[src/rtl/sort_result_writer.sv]
// sort_result_writer: terminal stage of the insertion-sort dataflow chain.
// It drains N words from the last cell's output FIFO and writes them to a
// single-port result RAM at addresses 0..N-1 in arrival order. It uses the
// ap_ctrl_chain block handshake (start/done/continue/idle/ready).
// Optional feature macro: SORT_CHECK_EN. When it is defined, a sticky order
// checker flags any word that breaks the expected sort direction (DESCEND).
// Without the macro, order_err is tied low and no checker logic is built.
module sort_result_writer #(
  parameter int DATA_W  = 32,
  parameter int N       = 8,
  parameter int ADDR_W  = 3,
  parameter int DESCEND = 0
) (
  input  logic              ap_clk,
  input  logic              ap_rst_n,
  input  logic              ap_start,
  output logic              ap_done,
  input  logic              ap_continue,
  output logic              ap_idle,
  output logic              ap_ready,
  input  logic [DATA_W-1:0] in_V_dout,
  input  logic              in_V_empty_n,
  output logic              in_V_read,
  output logic [ADDR_W-1:0] out_r_address0,
  output logic              out_r_ce0,
  output logic              out_r_we0,
  output logic [DATA_W-1:0] out_r_d0,
  output logic              order_err
);

  // Reject parameter sets that cannot work: an empty transaction, a RAM too
  // small to hold N words, or an unknown sort direction.
  if (N < 1 || (2 ** ADDR_W) < N || DESCEND < 0 || DESCEND > 1) begin : g_param_check
    $error("sort_result_writer: illegal parameter combination");
  end

  typedef enum logic [1:0] {
    S_IDLE,
    S_RUN,
    S_DONE
  } state_t;

  localparam logic [ADDR_W-1:0] LAST_IDX = ADDR_W'(N - 1);

  state_t            state_q, state_d;
  logic [ADDR_W-1:0] cnt_q, cnt_d;
  logic              rd_fire;
  logic              start_acc;

  // A word moves from the FIFO into the RAM only while running and the FIFO
  // has data; a new transaction is accepted only from IDLE.
  assign rd_fire   = (state_q == S_RUN) && in_V_empty_n;
  assign start_acc = (state_q == S_IDLE) && ap_start;

  // Next-state, write counter and all handshake / RAM port outputs.
  always_comb begin
    // NOTE: every output of this block gets a default first, so no path can
    // leave a signal unassigned and infer a latch.
    state_d        = state_q;
    cnt_d          = cnt_q;
    ap_idle        = 1'b0;
    ap_ready       = 1'b0;
    ap_done        = 1'b0;
    in_V_read      = 1'b0;
    out_r_ce0      = 1'b0;
    out_r_we0      = 1'b0;
    out_r_address0 = '0;
    out_r_d0       = '0;
    case (state_q)
      S_IDLE: begin
        ap_idle = ~ap_start;
        if (ap_start) begin
          state_d = S_RUN;
          cnt_d   = '0;
        end
      end
      S_RUN: begin
        if (in_V_empty_n) begin
          // Pop and RAM write land in the same cycle (zero write latency).
          in_V_read      = 1'b1;
          out_r_ce0      = 1'b1;
          out_r_we0      = 1'b1;
          out_r_address0 = cnt_q;
          out_r_d0       = in_V_dout;
          if (cnt_q == LAST_IDX) begin
            ap_ready = 1'b1;
            cnt_d    = '0;
            state_d  = S_DONE;
          end else begin
            cnt_d = cnt_q + 1'b1;
          end
        end
      end
      S_DONE: begin
        // Further FIFO words stay queued until the next transaction.
        ap_done = 1'b1;
        if (ap_continue) begin
          state_d = S_IDLE;
        end
      end
      default: begin
        state_d = S_IDLE;
      end
    endcase
  end

  // State register and write counter; reset aborts any transaction.
  always_ff @(posedge ap_clk or negedge ap_rst_n) begin
    if (!ap_rst_n) begin
      state_q <= S_IDLE;
      cnt_q   <= '0;
    end else begin
      // NOTE: sequential state always uses non-blocking assignment so every
      // flop samples the pre-edge values regardless of process ordering.
      state_q <= state_d;
      cnt_q   <= cnt_d;
    end
  end

`ifdef SORT_CHECK_EN
  logic signed [DATA_W-1:0] prev_q, prev_d;
  logic                     order_err_q, order_err_d;
  logic                     viol;

  // Compare each word after the first against its predecessor; a violation
  // sets the sticky flag, and an accepted start clears it.
  always_comb begin
    prev_d      = prev_q;
    order_err_d = order_err_q;
    viol        = 1'b0;
    if (rd_fire && (cnt_q != '0)) begin
      if (DESCEND != 0) begin
        viol = $signed(in_V_dout) > prev_q;
      end else begin
        viol = $signed(in_V_dout) < prev_q;
      end
    end
    if (rd_fire) begin
      prev_d = $signed(in_V_dout);
    end
    if (start_acc) begin
      order_err_d = 1'b0;
    end else if (viol) begin
      order_err_d = 1'b1;
    end
  end

  // Previous-word register and sticky order-error flag.
  always_ff @(posedge ap_clk or negedge ap_rst_n) begin
    if (!ap_rst_n) begin
      prev_q      <= '0;
      order_err_q <= 1'b0;
    end else begin
      prev_q      <= prev_d;
      order_err_q <= order_err_d;
    end
  end

  assign order_err = order_err_q;
`else
  assign order_err = 1'b0;
`endif

endmodule

[config.mk]
export PLATFORM = sky130hd
export DESIGN_NAME = sort_result_writer
export DESIGN_NICKNAME = d
export VERILOG_FILES = /design/src/rtl/sort_result_writer.sv
export SDC_FILE = /design/constraint.sdc
export NUM_CORES = 1
export LEC_CHECK = 0
export ABC_AREA = 1
export BUFFER_PORTS_ARGS = -buffer_cell sky130_fd_sc_hd__buf_2
export CORE_MARGIN = 2
export CORE_UTILIZATION = 38
export DETAILED_ROUTE_END_ITERATION = 16
export MAX_ROUTING_LAYER = met4
export PLACE_DENSITY = 0.85
export SETUP_SLACK_MARGIN = 0.02
export SLEW_MARGIN = 20
export SYNTH_ARGS = -nofsm -noshare
export SYNTH_HDL_FRONTEND = slang
export SYNTH_SLANG_ARGS = --single-unit
[constraint.sdc]
create_clock -name ap_clk -period 3.11 [get_ports ap_clk]
set_input_delay 0.4665 -clock ap_clk [delete_from_list [all_inputs] [get_ports ap_clk]]
set_output_delay 0.4665 -clock ap_clk [all_outputs]
set_load 0.02 [all_outputs]
==> impl_metrics.ini <==
[timing]
clock_skew_ns = 0.000564
rsz0062_at_grt = false
setup_violations = 0
maxSlewHeadroom = 0.508
hold_violations = 0
fin_setup_tns_ns = 0
worstMarginPinSlew_ns = 0.736
min_period_over_period = 0.775
final.min_clock_period_ns = 2.41
finalMaxSlewViolations = 0
max_freq_ghz = 0.415

[synthesis]
synth-seq-cells = 5
ys_seq_area_frac = 0.159
synth_nets = 158
syn_area_per_cell_um2 = 6.60
yosys.area.top_type = nor2_4
synthDistinctLibCells = 15
synth_top_area_share = 0.287
ys.flop_type = dfrtp_1
synth_edf_count = 0
async_flop_share = 1.00
yosysWarnings = 0
synthCells = 119
synth_area_leaders = nor2_4 (29%), inv_1 (20%), dfrtp_1 (16%), nor2_1 (9.1%), nand2_1 (6.2%)
netlist_area_um2 = 786

[power]
total_power_uw = 625
p_int_uw = 286
p_clk_frac = 0.121
p_seq_frac = 0.180
power.leakage_nw = 0.816
p_sw_uw = 339
power_density_nw_per_um2 = 534
combPwrFrac = 0.699
netSwitchingFraction = 0.543
peakVddDrop_uv = 296

[min_path]
hold_class = input pin to async pin

[critical_path]
path_max_fanout = 25
required_ns = 2.64
r2r-start = state_q[0]
end_kind = output pin
critical_path_class = register to output pin
worstPathArrival_ns = 1.94
critPathLaunch = state_q[0]
critical_path.startpoint_type = register

[die]
dieArea_um2 = 2450
io_pins = 79
start_util = 0.401
die_w_um = 49.5
die_y_um = 49.5
coreArea_um2 = 1960
row_count = 16

[flow_run]
maxCapViolCount = 0

[route]
antenna_left = 0
wirelength_um = 1960
via_count = 908
wl_met2_um = 953
wl_met1_um = 707
wl_met3_um = 272
drc = 0
routed_via_density = 4.09
wl_per_cell_um = 8.82
first_pass_iters = 2
topRoutingLayerUsed = met4
dr.first_iter.drc_count = 2

[clocking]
clkTransAtPathRegs_ns = 0.04
htreeDepth = 1
post_cts_buffers = 0
ctsResizeCount = 0
clockBufferDepth = 2
cts_sinks = 5
hold_buffers = 0
clock_latency_ns = 0.24
cts_tree = built
cts_root_buf = clkbuf_4
numCtsBuffers = 3

[global_routing]
grt_pass1_wl_um = 3220
grt_overflow = 0
antenna_found_initial = 0
gr-usage-all-layers = 0.169
grt_max_degree = 26
grt_pass1_vias = 852

[final_layout]
layout_common_cells = buf_2 (77), inv_1 (42), nor2_4 (20), nor2_1 (19), nand2_1 (12)
final_common_cell = buf_2
area_growth_pct = 48.9
nets = 235
drive_gt1_frac = 0.538
n_antenna_cell = 0

[outcome]
status = complete, no violations

[placement]
gp_congestion = 0.773
port_buffers = 77
dp_hpwl_um = 1700
==> layout make-up <==
| class | instances | area, um^2 |
|---|---|---|
| Fill cell | 197 | 792 |
| Multi-Input combinational cell | 64 | 423 |
| Timing Repair Buffer | 79 | 400 |
| Inverter | 43 | 161 |
| Sequential cell | 5 | 125 |
| Tap cell | 27 | 33.8 |
| Clock buffer | 4 | 26.3 |
==> worst max-delay path, cell delays in order, from the launching register on <==
cell	delay, ns
dfrtp_1	0.41
inv_2	0.06
nor2_2	0.15
nand2_2	0.43
buf_4	0.37
nor2_1	0.11
buf_2	0.17
==> cells in the mapped netlist (2+ instances only) <==
| master | number |
|---|---|
| buf_12 | 2 |
| buf_4 | 3 |
| dfrtp_1 | 5 |
| ha_1 | 2 |
| inv_1 | 42 |
| nand2_1 | 13 |
| nand3_1 | 5 |
| nor2_1 | 19 |
| nor2_4 | 20 |
| o21ai_0 | 3 |
==> power groups by stage <==
| stage | clock network (mW) | registers, mW | logic, mW |
|---|---|---|---|
| final | 0.0756 | 0.112 | 0.437 |
| after global routing | 0.0826 | 0.117 | 0.484 |
| after CTS | 0.0786 | 0.113 | 0.443 |
| after detailed placement | 0 | 0.113 | 0.441 |
| after global placement | 0 | 0.112 | 0.434 |
| after floorplan | 0 | 0.107 | 0.353 |
==> through the flow <==
step           hold slack [ns]  worst slack [ns]  instances  cell area (um^2)  utilization
6_report                0.0333             0.700        222              1170        0.596
4_1_cts                 0.0256             0.679        222              1170        0.596
2_1_floorplan            0.171              1.51        119               786            -
5_1_grt                 0.0283             0.559        222              1170        0.596
3_3_place_gp             0.283             0.983        218              1140        0.583
3_5_place_dp             0.289             0.948        218              1140        0.583
==> final timing paths <==
kind	cells past startpoint	slack (ns)	to
setup / recovery	6	0.70	out_r_d0[22]
hold / removal	1	0.03	cnt_q[1]
setup reg to reg	6	1.52	cnt_q[1]
hold reg to reg	2	0.51	cnt_q[1]
max in group asynchronous	1	2.94	state_q[1]
min in group ap_clk	2	0.51	cnt_q[1]
==> sequential cells by signal, summed over array words and instances (netlist names) <==
register  cells
state_q       2
cnt_q         3
==> kinds of logic after synthesis <==
group | share of synthesized area
AND/OR/NAND/NOR | 0.479
buffers and inverters | 0.306
flip-flops | 0.159
AO/OA/AOI/OAI | 0.0191
adder cells (fa/ha/maj) | 0.0318
other | 0.00477
==> metal layers <==
layer  GRT usage  vias to the layer above
met5           -                        -
met4      0.0694                        0
met3      0.0515                        3
met2       0.338                       59
met1       0.142                      380
li1            -                      466
Power figures use the tool's default switching activity.
